## config.mk

```make
export PLATFORM = sky130hd
export DESIGN_NAME = braille_cell_driver_flat
export DESIGN_NICKNAME = d
export VERILOG_FILES = /design/src/rtl/braille_cell_driver_if.sv /design/src/rtl/braille_cell_driver.sv /design/src/flat_wrapper.sv
export SDC_FILE = /design/constraint.sdc
export NUM_CORES = 1
export LEC_CHECK = 0
export BUFFER_PORTS_ARGS = -buffer_cell sky130_fd_sc_hd__buf_2
export CORE_UTILIZATION = 52
export CTS_CLUSTER_DIAMETER = 40
export DETAILED_ROUTE_END_ITERATION = 16
export PLACE_DENSITY = 0.76
export SLEW_MARGIN = 20
export SYNTH_ARGS = -nofsm -noshare
export SYNTH_HDL_FRONTEND = slang
export SYNTH_SLANG_ARGS = --single-unit
```

## constraint.sdc

```tcl
create_clock -name clk -period 2.75 [get_ports clk]
set_input_delay 0.55 -clock clk [delete_from_list [all_inputs] [get_ports clk]]
set_output_delay 0.55 -clock clk [all_outputs]
set_load 0.02 [all_outputs]
```

## src/rtl/braille_cell_driver_if.sv

```systemverilog
// Classifier-to-braille-cell link: letter strobe in, dot pattern and status out.
// The driver sits on the slave modport; the upstream/test side uses master.
interface braille_cell_driver_if #(
    parameter int FIFO_DEPTH = 4
);
    localparam int CW = $clog2(FIFO_DEPTH) + 1;

    logic          i_valid;
    logic [7:0]    i_alpha;
    logic [5:0]    o_dots;
    logic          o_dots_valid;
    logic [7:0]    o_char;
    logic          o_busy;
    logic [CW-1:0] o_fifo_count;
    logic          o_overflow;
    logic          o_reject;

    modport master (
        output i_valid,
        output i_alpha,
        input  o_dots,
        input  o_dots_valid,
        input  o_char,
        input  o_busy,
        input  o_fifo_count,
        input  o_overflow,
        input  o_reject
    );

    modport slave (
        input  i_valid,
        input  i_alpha,
        output o_dots,
        output o_dots_valid,
        output o_char,
        output o_busy,
        output o_fifo_count,
        output o_overflow,
        output o_reject
    );
endinterface

```

## src/rtl/braille_cell_driver.sv

```systemverilog
// Buffers classified letters a-j and drives each as a 6-dot braille cell for a
// hold time followed by a blank gap. Optional macro: BRAILLE_REPEAT_FILTER_EN.
module braille_cell_driver #(
    parameter int FIFO_DEPTH  = 4,
    parameter int HOLD_CYCLES = 50_000_000,
    parameter int GAP_CYCLES  = 10_000_000,
    parameter int CNT_BW      = 32
) (
    input  logic                  clk,
    input  logic                  reset_n,
    braille_cell_driver_if.slave  bus
);
    localparam int AW = (FIFO_DEPTH > 1) ? $clog2(FIFO_DEPTH) : 1;
    localparam int CW = $clog2(FIFO_DEPTH) + 1;
    localparam logic [CNT_BW-1:0] HOLD_LOAD  = CNT_BW'(HOLD_CYCLES - 1);
    localparam logic [CNT_BW-1:0] GAP_LOAD   = CNT_BW'(GAP_CYCLES - 1);
    localparam logic [CW-1:0]     FULL_COUNT = CW'(FIFO_DEPTH);

    typedef enum logic [1:0] {
        IDLE = 2'd0,
        SHOW = 2'd1,
        GAP  = 2'd2
    } state_t;

    state_t            state;
    state_t            state_nxt;

    logic [7:0]        fifo_mem [FIFO_DEPTH];
    logic [AW-1:0]     wr_ptr;
    logic [AW-1:0]     rd_ptr;
    logic [CW-1:0]     count;
    logic [7:0]        head_code;

    logic [CNT_BW-1:0] timer;
    logic [CNT_BW-1:0] timer_nxt;
    logic [5:0]        dots_q;
    logic [5:0]        dots_nxt;
    logic              dots_valid_q;
    logic              dots_valid_nxt;
    logic [7:0]        char_q;
    logic [7:0]        char_nxt;
    logic              overflow_q;
    logic              reject_q;

    logic              supported;
    logic              is_repeat;
    logic              candidate;
    logic              fifo_full;
    logic              fifo_empty;
    logic              pop;
    logic              push;

    function automatic logic [5:0] map_dots(input logic [7:0] code);
        logic [5:0] pattern;
        case (code)
            8'h61:   pattern = 6'b000001;
            8'h62:   pattern = 6'b000011;
            8'h63:   pattern = 6'b001001;
            8'h64:   pattern = 6'b011001;
            8'h65:   pattern = 6'b010001;
            8'h66:   pattern = 6'b001011;
            8'h67:   pattern = 6'b011011;
            8'h68:   pattern = 6'b010011;
            8'h69:   pattern = 6'b001010;
            8'h6A:   pattern = 6'b011010;
            default: pattern = 6'b000000;
        endcase
        return pattern;
    endfunction

    assign supported  = (bus.i_alpha >= 8'h61) && (bus.i_alpha <= 8'h6A);
    assign fifo_full  = (count == FULL_COUNT);
    assign fifo_empty = (count == '0);
    assign head_code  = fifo_mem[rd_ptr];

    // Pop only from IDLE with data already stored, so a fresh write never bypasses.
    assign pop       = (state == IDLE) && !fifo_empty;
    assign candidate = bus.i_valid && supported && !is_repeat;
    assign push      = candidate && (!fifo_full || pop);

`ifdef BRAILLE_REPEAT_FILTER_EN
    logic [7:0] last_code;

    assign is_repeat = (bus.i_alpha == last_code);

    always_ff @(posedge clk) begin
        if (!reset_n) begin
            last_code <= 8'h00;
        end else if (push) begin
            last_code <= bus.i_alpha;
        end
    end
`else
    assign is_repeat = 1'b0;
`endif

    always_ff @(posedge clk) begin
        if (push) begin
            fifo_mem[wr_ptr] <= bus.i_alpha;
        end
    end

    always_ff @(posedge clk) begin
        if (!reset_n) begin
            wr_ptr     <= '0;
            rd_ptr     <= '0;
            count      <= '0;
            overflow_q <= 1'b0;
            reject_q   <= 1'b0;
        end else begin
            if (push) begin
                wr_ptr <= wr_ptr + 1'b1;
            end
            if (pop) begin
                rd_ptr <= rd_ptr + 1'b1;
            end
            case ({push, pop})
                2'b10:   count <= count + 1'b1;
                2'b01:   count <= count - 1'b1;
                default: count <= count;
            endcase
            overflow_q <= candidate && fifo_full && !pop;
            reject_q   <= bus.i_valid && !supported;
        end
    end

    always_ff @(posedge clk) begin
        if (!reset_n) begin
            state        <= IDLE;
            timer        <= '0;
            dots_q       <= '0;
            dots_valid_q <= 1'b0;
            char_q       <= '0;
        end else begin
            state        <= state_nxt;
            timer        <= timer_nxt;
            dots_q       <= dots_nxt;
            dots_valid_q <= dots_valid_nxt;
            char_q       <= char_nxt;
        end
    end

    always_comb begin
        state_nxt = state;
        case (state)
            IDLE:    if (pop) state_nxt = SHOW;
            SHOW:    if (timer == '0) state_nxt = GAP;
            GAP:     if (timer == '0) state_nxt = IDLE;
            default: state_nxt = IDLE;
        endcase
    end

    // The timer is loaded with N-1 so each phase lasts exactly N cycles.
    always_comb begin
        timer_nxt      = timer;
        dots_nxt       = dots_q;
        dots_valid_nxt = dots_valid_q;
        char_nxt       = char_q;
        case (state)
            IDLE: begin
                if (pop) begin
                    dots_nxt       = map_dots(head_code);
                    dots_valid_nxt = 1'b1;
                    char_nxt       = head_code;
                    timer_nxt      = HOLD_LOAD;
                end else begin
                    dots_nxt       = '0;
                    dots_valid_nxt = 1'b0;
                end
            end
            SHOW: begin
                if (timer == '0) begin
                    dots_nxt       = '0;
                    dots_valid_nxt = 1'b0;
                    timer_nxt      = GAP_LOAD;
                end else begin
                    timer_nxt = timer - 1'b1;
                end
            end
            GAP: begin
                if (timer != '0) begin
                    timer_nxt = timer - 1'b1;
                end
            end
            default: begin
                dots_nxt       = '0;
                dots_valid_nxt = 1'b0;
                timer_nxt      = '0;
            end
        endcase
    end

    assign bus.o_dots       = dots_q;
    assign bus.o_dots_valid = dots_valid_q;
    assign bus.o_char       = char_q;
    assign bus.o_busy       = (state != IDLE) || !fifo_empty;
    assign bus.o_fifo_count = count;
    assign bus.o_overflow   = overflow_q;
    assign bus.o_reject     = reject_q;
endmodule
```

## src/flat_wrapper.sv

```systemverilog
// flat-port wrapper written by rule: the top's interface ports become plain ports
module braille_cell_driver_flat 
#(
    parameter int FIFO_DEPTH  = 4,
    parameter int HOLD_CYCLES = 50_000_000,
    parameter int GAP_CYCLES  = 10_000_000,
    parameter int CNT_BW      = 32
)
  (clk, reset_n, bus_i_valid, bus_i_alpha, bus_o_dots, bus_o_dots_valid, bus_o_char, bus_o_busy, bus_o_fifo_count, bus_o_overflow, bus_o_reject);
  braille_cell_driver_if #(.FIFO_DEPTH(FIFO_DEPTH)) bus_i ();
  input  logic clk;
  input  logic reset_n;
  input wire logic [$bits(bus_i.i_valid)-1:0] bus_i_valid;
  input wire logic [$bits(bus_i.i_alpha)-1:0] bus_i_alpha;
  output wire logic [$bits(bus_i.o_dots)-1:0] bus_o_dots;
  output wire logic [$bits(bus_i.o_dots_valid)-1:0] bus_o_dots_valid;
  output wire logic [$bits(bus_i.o_char)-1:0] bus_o_char;
  output wire logic [$bits(bus_i.o_busy)-1:0] bus_o_busy;
  output wire logic [$bits(bus_i.o_fifo_count)-1:0] bus_o_fifo_count;
  output wire logic [$bits(bus_i.o_overflow)-1:0] bus_o_overflow;
  output wire logic [$bits(bus_i.o_reject)-1:0] bus_o_reject;
  assign bus_i.i_valid = bus_i_valid;
  assign bus_i.i_alpha = bus_i_alpha;
  assign bus_o_dots = bus_i.o_dots;
  assign bus_o_dots_valid = bus_i.o_dots_valid;
  assign bus_o_char = bus_i.o_char;
  assign bus_o_busy = bus_i.o_busy;
  assign bus_o_fifo_count = bus_i.o_fifo_count;
  assign bus_o_overflow = bus_i.o_overflow;
  assign bus_o_reject = bus_i.o_reject;
  braille_cell_driver #(.FIFO_DEPTH(FIFO_DEPTH), .HOLD_CYCLES(HOLD_CYCLES), .GAP_CYCLES(GAP_CYCLES), .CNT_BW(CNT_BW)) u_core (.clk(clk), .reset_n(reset_n), .bus(bus_i));
endmodule
```

# Word-level counts from Yosys, hierarchy flattened
# Memory sizes are Yosys's and may differ from the RTL's. A register that Yosys moved wholly into a read port is not among the register bits.
# Cells that the tools add are included.
dict set report word_totals {
  out_inout_bits 21
  reg_bits 58
  mem_bits_rw 32
  input_bits 11
  mem_count 1
  wordCells 81
}
dict set report op_classes {
  muxes 20
  reduce_logical 23
  bitwise_logic 1
  eq_ne 19
  n_addsub 5
  order_cmp 2
}
# memory depth width read_ports rd_ports_with_merged_regs write_ports line_no
set mem_list {}
lappend mem_list {u_core.fifo_mem 4 8 1 1 1 braille_cell_driver.sv:28} ;# logic [7:0] fifo_mem [FIFO_DEPTH];
# cell n
set ops {}
lappend ops {{two-way mux 32 bit} 3}
lappend ops {{case mux 32 bit (3 select lines)} 1}
lappend ops {{equality test 8 x 7 -> 1 bit, second input constant} 10}
lappend ops {{case mux 5 bit (10 select lines)} 1}
lappend ops {{zero test 32 bit} 1}
lappend ops {{nonzero test 32 bit} 1}
lappend ops {{subtractor 32 x 1 -> 32 bit, second input constant} 1}
lappend ops {{case mux 6 bit (3 select lines)} 1}
lappend ops {{two-way mux 2 bit} 5}
lappend ops {{greater-or-equal comparator 8 x 7 -> 1 bit, second input constant} 1}
lappend ops {{<= comparator 8 x 7 -> 1 bit, second input constant} 1}
lappend ops {{inequality test 2 x 1 -> 1 bit, second input constant} 4}
lappend ops {{logical AND 1 bit} 7}
lappend ops {{two-way mux 6 bit} 1}
lappend ops {{case mux 2 bit (3 select lines)} 1}
lappend ops {{case mux 3 bit (2 select lines)} 1}
lappend ops {{AND reduction 2 bit} 3}
lappend ops {{two-way mux 5 bit} 1}
lappend ops {{adder 2 x 1 -> 2 bit, second input constant} 2}
lappend ops {{equality test 2 x 1 -> 1 bit, second input constant} 2}
lappend ops {{equality test 2 bit, second input constant} 2}
lappend ops {{zero test 1 bit} 4}
lappend ops {{two-way mux 1 bit} 4}
lappend ops {{nonzero test 2 bit} 2}
lappend ops {{other kinds (9)} 10}

# Longest topological paths before layout
# Gate-level depths: netlist of run 1.
dict set report logic_depth {
  depth_word 7
  mapped_depth 9
  depth_no_buf 7
}

# Worst setup path after synthesis of run 1
# Ideal clock, no wire load.
dict set report synth_timing {
  path_kind {register to register}
  startpoint {reg u_core.timer[4]}
  endpoint {reg u_core.timer[20]}
  setup_time_ps 119
  setup_slack_ps 242
  t_arrival_ps 2390
  path_stages_with_launch 9
  required_ps 2631
  synth_period_minus_slack_ps 2508
  path_cell_list {dfxtp_1 -> or4_1 -> buf_2 -> or3_1 -> buf_6 -> nor4_4 -> buf_6 -> nor2_1 -> o221a_1}
}
dict set report synth_via {
  elab_chain_cells 3
  word_cells_on_any_way 8
}
# element line_no
set synth_rtl {}
lappend synth_rtl {{start, declared} braille_cell_driver.sv:34} ;# logic [CNT_BW-1:0] timer;
lappend synth_rtl {{start signal, assigned} braille_cell_driver.sv:136} ;# timer <= timer_nxt;
lappend synth_rtl {{subtractor 32 x 1 -> 32 bit (tied with other cells)} {braille_cell_driver.sv:177, braille_cell_driver.sv:182}}
lappend synth_rtl {{two-way mux 32 bit (tied with other cells)} braille_cell_driver.sv:181} ;# if (timer != '0) begin
lappend synth_rtl {{case mux 32 bit (3 select lines) or AND reduction 2 bit (tied branches)} --}
# Parallel ways exist; a longest one is shown, timed or not. The select of a mux whose other input is x is not followed.
# A chain may end at the register's enable or synchronous reset.

# Worst setup path in the final report of run 1
dict set report layout_timing {
  startpoint {reg u_core.count[0], in the netlist u_core.bus.o_fifo_count[0]}
  endpoint {out bus_o_busy}
}
dict set report layout_via {
  elab_chain_cells 3
}
# element line_no
set layout_rtl {}
lappend layout_rtl {{start, declared} braille_cell_driver.sv:31} ;# logic [CW-1:0] count;
lappend layout_rtl {{start signal, assigned} braille_cell_driver.sv:118} ;# 2'b10: count <= count + 1'b1;
lappend layout_rtl {{start signal, assigned} braille_cell_driver.sv:119} ;# 2'b01: count <= count - 1'b1;
lappend layout_rtl {{start signal, assigned} braille_cell_driver.sv:120} ;# default: count <= count;
lappend layout_rtl {{zero test 3 bit} braille_cell_driver.sv:73} ;# assign fifo_empty = (count == '0);
lappend layout_rtl {{zero test 1 bit} braille_cell_driver.sv:196} ;# assign bus.o_busy = (state != IDLE) || !fifo_empty;
lappend layout_rtl {{logical OR 1 bit} braille_cell_driver.sv:196}
lappend layout_rtl {{end, declared} flat_wrapper.sv:18} ;# output wire logic [$bits(bus_i.o_busy)-1:0] bus_o_busy;
# No other way between the ends.

==> results of run 1 <==
==> worst paths after layout <==
kind / to / cells past startpoint
worst min-delay path: u_core.fifo_mem[2][4]$_DFFE_PP_ / 1
worst max-delay path: bus_o_busy / 4
worst max register to register: u_core.timer[27]$_SDFFE_PN0P_ / 7
worst min register to register: u_core.bus.o_char[5]$_SDFFE_PN0P_ / 2
==> final cells by class <==
| cell class | instances | area (µm²) | share of cell area [%] |
|---|---|---|---|
| Multi-Input combinational cell | 326 | 2310 | 43.9 |
| Timing Repair Buffer | 67 | 443 | 8.42 |
| Inverter | 14 | 52.6 | 0.999 |
| Clock inverter | 7 | 76.3 | 1.45 |
| Sequential cell | 90 | 2120 | 40.3 |
| Tap cell | 108 | 135 | 2.57 |
| Clock buffer | 9 | 124 | 2.35 |
==> flip-flops by register name, indices dropped and copies added (netlist names), named ones only <==
name                     cells
u_core.rd_ptr                2
u_core.bus.o_reject          1
u_core.wr_ptr                2
u_core.timer                32
u_core.bus.o_dots            4
u_core.bus.o_overflow        1
u_core.bus.o_char            8
u_core.state                 2
u_core.bus.o_fifo_count      3
u_core.bus.o_dots_valid      1
u_core.fifo_mem             32
==> layout by cell type, fill, tap and decap left out, drive strengths merged, types with 5 or more instances in the layout <==
cell	count
buf	67
dfxtp	58
nand2	45
edfxtp	32
nor2	25
a21oi	22
o21ai	19
inv	18
nor3	17
a211oi	16
nor4	14
or4	13
or3	12
nand4	9
o31ai	9
clkbuf	9
mux4	8
nand3	8
and2	7
a31oi	7
xnor2	6
ha	6
o211ai	5
nor2b	5
and3	5
==> power groups by stage <==
| stage | Combinational, mW | Clock, mW | Sequential, mW |
|---|---|---|---|
| after floorplan | 1.58 | 0 | 1.88 |
| after global placement | 2.31 | 0 | 1.86 |
| after detailed placement | 2.36 | 0 | 1.87 |
| after CTS | 2.38 | 0.922 | 1.84 |
| after global routing | 2.68 | 0.967 | 1.89 |
| final | 2.46 | 0.909 | 1.85 |
==> what timing repair did <==
action                     in CTS  in global routing
resized for setup               0                  2
buffers inserted                0                  1
hold buffers                    0                  0
setup endpoints to repair       0                  5
==> critical path, delay by kind of cell, from the launching register on <==
kind / cells / cell delay [ns]
buffers and inverters: 2 / 0.49
flip-flops: 1 / 0.37
AND/OR/NAND/NOR: 2 / 0.81
==> per-layer routing <==
metal / track usage (%) / part of all wire, % / up-vias
met1: 36.3 / 43 / 1946
met2: 40.4 / 45 / 190
met4: 13.8 / 3.8 / 0
li1: - / - / 1866
met5: 0 / 0 / -
met3: 5.69 / 8.1 / 50
==> logic make-up (layout without fill, tap and decap cells) <==
kind of cell	Yosys count	after routing	synth area share [%]
buf+inv	43	97	4.31
mux	13	13	5.04
other cells	1	2	0.0812
simple gates	178	178	21.7
compound gates	117	117	19.1
flops	90	90	46.0
xor+xnor	7	7	1.33
fa+ha+maj	9	9	2.49
==> stage by stage <==
stage	total power, mW	hold slack, ns	instance area, µm²
6_report	5.22	0.415	5260
5_1_grt	5.53	0.412	5260
4_1_cts	5.15	0.412	5240
3_5_place_dp	4.24	0.445	5040
3_3_place_gp	4.18	0.443	5040
2_1_floorplan	3.46	0.463	4620
==> impl_metrics.csv, run 1 <==
group,metric,value,unit
layout,nNetsFinal,526,
layout,insertedDiodeCount,0,
floorplan,die_x,96.2,µm
synth,ys_seq_elements,90,
synth,synth_most_common_cell,"dfxtp_1",
synth,ys_types,70,
routing,route.detailed.drc,0,
sta,worst_slew_pin_slew,0.586,ns
sta,fin_tns_setup,0,ns
pwr,intPower,2.92,mW
pwr,p_clk_share,17.4,%
setup_path,worstPathArrival,2.03,ns
floorplan,rows,34,
sta,fmax,0.387,GHz
pwr,power_frac_comb,47.2,%
clocking,root_buffer,"clkbuf_8",
floorplan,core_area,0.00864,mm²
synth,yosys-top-cells-area,"dfxtp_1, edfxtp_1, mux4_2",
pwr,p_per_area,992,mW/mm²
synth,yosys-top-cells-count,"dfxtp_1, nand2_1, edfxtp_1",
global_route,gr-total-overflow,0,
clocking,cts_buffers,9,
layout,syn_to_final_growth,14.0,%
sta,fin_ws,0.168,ns
setup_path,r2r_start,"u_core.timer[4]$_SDFFE_PN0P_",
routing,drtPass1Iterations,5,
routing,wl_per_cell,19.2,µm
pwr,power.switching,2.30,mW
setup_path,worstSetupPathType,"reg2out",
clocking,cts_tree,"yes",
synth,synth_warnings,0,
setup_path,cp_slowest_cell,"or3_1",
routing,drt-initial-drc-count,284,
setup_path,startpoint_type,"register",
setup_path,max_stage_delay,0.47,ns
pwr,vdd_drop_max,0.402,mV
floorplan,initial_core_util,53.4,%
routing,viasPerCell,6.52,
synth,ys.flop_type,"dfxtp_1",
synth,yosysSeqAreaShare,46.0,%
pwr,swShare,44.0,%
setup_path,regToRegSetupSlack,0.17,ns
setup_path,path_cells,"or3_1 -> nor2_1 -> inv_2 -> buf_2",
sta,max_slew_margin,60.4,%
pwr,power_leakage,1.87,nW
placement,dp_hpwl,8.26,mm
placement,pre_cts_slack,0.124,ns
worst_hold_path,min_from,"bus_i_alpha[4]",
layout,drive_above_1_share,23.4,%
clocking,max-clock-path-buffers,2,
sta,slew_violations,0,
placement,io_buffers,29,
worst_hold_path,holdCritPathClass,"in2reg",
clocking,clkTransAtPathRegs,0.10,ns
sta,finalCriticalPeriod,2.58,ns
synth,yosys.area.top_type,"dfxtp_1",
setup_path,critPathMaxFanout,19,
clocking,cts_sinks,90,
global_route,grt_usage,26.9,%
flow_run,maxCapViolations,0,
sta,hold_viol,0,
status,outcome,"finished, final reports clean",
placement,gp_congestion,0.949,
synth,synth_top_area_share,25.2,%
setup_path,worstPathRequired,2.20,ns
synth,synth_edf_count,32,
routing,routed_wl,11.9,mm
synth,synth-async-reset-ratio,0,%
global_route,grt_pass1_vias,3711,
clocking,clk_latency,0.37,ns
pwr,p_seq_share,35.4,%
layout,final_cells,621,
sta,fin_crit_sh,93.9,%
setup_path,timing.critical_path.from,"u_core.bus.o_fifo_count[0]$_SDFFE_PN0P_",
floorplan,die_h,96.2,µm
clocking,htreeDepth,3,
placement,dp.cells,604,
sta,setup_viol,0,
routing,vias,4052,
synth,netlist_area,0.00462,mm²
layout,fill_cells,695,
global_route,grt_antenna_before_repair,0,
synth,syn_avg_cell_area,10.1,µm²
floorplan,io_pins,32,
layout,post-route-util,60.9,%
floorplan,fp.dieArea,0.00926,mm²
global_route,grt_pass1_wl,18.6,mm
global_route,grt_max_degree,31,
routing,antenna_left,0,
setup_path,cp-end-kind,"output pin",
synth,synth_cells,458,
sta,finalClockSkew,0.0215,ns
sta,rsz0062_at_grt,"no",
Power figures use the tool's default switching activity.
==> run 2: changes to the inputs <==
CORE_MARGIN = 3   (was unset)
==> impl_metrics.csv, run 2 (synthesis gave the netlist of run 1 again) <==
group,metric,value,unit
status,outcome,"finished, final reports clean",
global_route,grt_antenna_before_repair,0,
pwr,p_per_area,987,mW/mm²
routing,routed_wl,12.1,mm
worst_hold_path,whs_path_depth,1,
clocking,clk_latency,0.36,ns
pwr,intPower,2.89,mW
clocking,hold_buffers,0,
setup_path,reg2reg_depth,8,
placement,io_buffers,29,
global_route,grt_max_degree,25,
clocking,cts_tree,"yes",
clocking,max-clock-path-buffers,2,
sta,rsz0062_at_grt,"no",
sta,fin_crit_sh,95.1,%
sta,slew_violations,0,
layout,insertedDiodeCount,0,
routing,viasPerCell,6.57,
floorplan,die_x,100,µm
setup_path,startpoint_type,"register",
sta,max_slew_margin,56.8,%
routing,route.detailed.drc,0,
routing,antenna_left,0,
routing,drt-initial-drc-count,367,
pwr,power.switching,2.27,mW
layout,drive_above_1_share,23.3,%
global_route,grt_usage,25.2,%
layout,multi_input_area,0.00231,mm²
routing,vias,4048,
pwr,swShare,43.9,%
worst_hold_path,holdCritPathClass,"in2reg",
routing,drtPass1Iterations,5,
sta,finalClockSkew,0.0122,ns
layout,fill_cells,698,
layout,final_cell_mix,"dfxtp_1, nand2_1, buf_4",
floorplan,io_pins,32,
layout,seqCellArea,0.00212,mm²
floorplan,die_h,100,µm
setup_path,worstSetupPathType,"reg2out",
global_route,grt_pass1_vias,3874,
sta,worst_slew_pin_slew,0.646,ns
clocking,cts_sinks,90,
layout,nNetsFinal,524,
floorplan,fp.dieArea,0.0100,mm²
sta,finalCriticalPeriod,2.62,ns
clocking,cts_buffers,9,
pwr,p_seq_share,36.3,%
flow_run,maxCapViolations,0,
clocking,htreeDepth,3,
layout,layout.cells.most_common,"dfxtp_1",
sta,fmax,0.382,GHz
setup_path,cp-end-kind,"output pin",
global_route,grt_pass1_wl,20.1,mm
sta,hold_viol,0,
clocking,root_buffer,"clkbuf_8",
layout,syn_to_final_growth,13.2,%
pwr,power_leakage,1.85,nW
clocking,clkTransAtPathRegs,0.10,ns
floorplan,initial_core_util,54.8,%
pwr,vdd_drop_max,0.469,mV
setup_path,critPathMaxFanout,17,
placement,gp_congestion,0.957,
setup_path,worstPathRequired,2.20,ns
placement,place_area,0.00502,mm²
setup_path,worstPathArrival,2.07,ns
pwr,power_frac_comb,46.4,%
layout,fin_area,0.00523,mm²
global_route,gr-total-overflow,0,
sta,setup_viol,0,
routing,wl_per_cell,19.6,µm
floorplan,rows,33,
floorplan,core_area,0.00842,mm²
placement,dp_hpwl,8.74,mm
pwr,p_clk_share,17.3,%
sta,fin_tns_setup,0,ns
==> run 2: cell count changes in the layout (fill, tap and decap cells not counted), sizes merged <==
cell / before / now
clkinv: 3 / 0
buf: 67 / 65
clkinvlp: 0 / 2
inv: 18 / 19
==> run 2: worst paths after layout <==
| kind | startpoint | endpoint | slack [ns] |
|---|---|---|---|
| worst max-delay path | u_core.bus.o_fifo_count[0]$_SDFFE_PN0P_ | bus_o_busy | 0.13 |
| worst min-delay path | bus_i_alpha[5] | u_core.fifo_mem[3][5]$_DFFE_PP_ | 0.41 |
| worst max register to register | u_core.timer[0]$_SDFFE_PN0P_ | u_core.timer[26]$_SDFFE_PN0P_ | 0.14 |
| worst min register to register | u_core.bus.o_char[5]$_SDFFE_PN0P_ | u_core.bus.o_char[5]$_SDFFE_PN0P_ | 0.46 |
==> run 2: power by group through the flow <==
stage          Combinational (mW)  Clock [mW]  Sequential [mW]
2_1_floorplan                1.58           0             1.88
3_3_place_gp                 2.27           0             1.88
3_5_place_dp                 2.31           0             1.90
4_1_cts                      2.32       0.891             1.87
5_1_grt                      2.60       0.958             1.91
6_report                     2.39       0.892             1.87
==> run 2: what timing repair did <==
action / CTS / global route
buffers inserted: 0 / 0
setup endpoints to repair: 0 / 9
resized for setup: 0 / 3
==> run 2: per-stage QoR <==
stage                     utilization (%)  setup WS (ns)  hold slack [ns]  std cells  power [mW]
after global placement               59.6          0.175            0.440        600        4.15
final                                62.0          0.134            0.410        616        5.16
after CTS                            61.9         0.0922            0.407        616        5.08
after global routing                 62.0         0.0325            0.410        616        5.47
after detailed placement             59.6          0.133            0.448        600        4.20
after floorplan                         -          0.242            0.463        459        3.46
==> run 2: final cells by class <==
class / count / area share [%]
repair buffers: 65 / 7.95
flip-flops and latches: 90 / 40.6
multi-input cells: 326 / 44.3
well taps: 105 / 2.51
clock inverters: 7 / 1.27
inverters: 14 / 1.01
clock buffers: 9 / 2.37
==> run 2: metal layers <==
layer / up-vias / GRT usage [%] / wire [µm]
li1: 1862 / - / -
met1: 1935 / 36.4 / 5080
met2: 224 / 38.6 / 5730
met3: 27 / 3.82 / 1040
met4: 0 / 9.12 / 253
met5: - / 0 / 0
==> run 2: worst max-delay path: stages, from the launching register on <==
cell and delay, ns:
dfxtp_1 0.36, or3_1 0.48, nor2_1 0.13, buf_4 0.25, inv_2 0.11, buf_4 0.21, buf_2 0.17
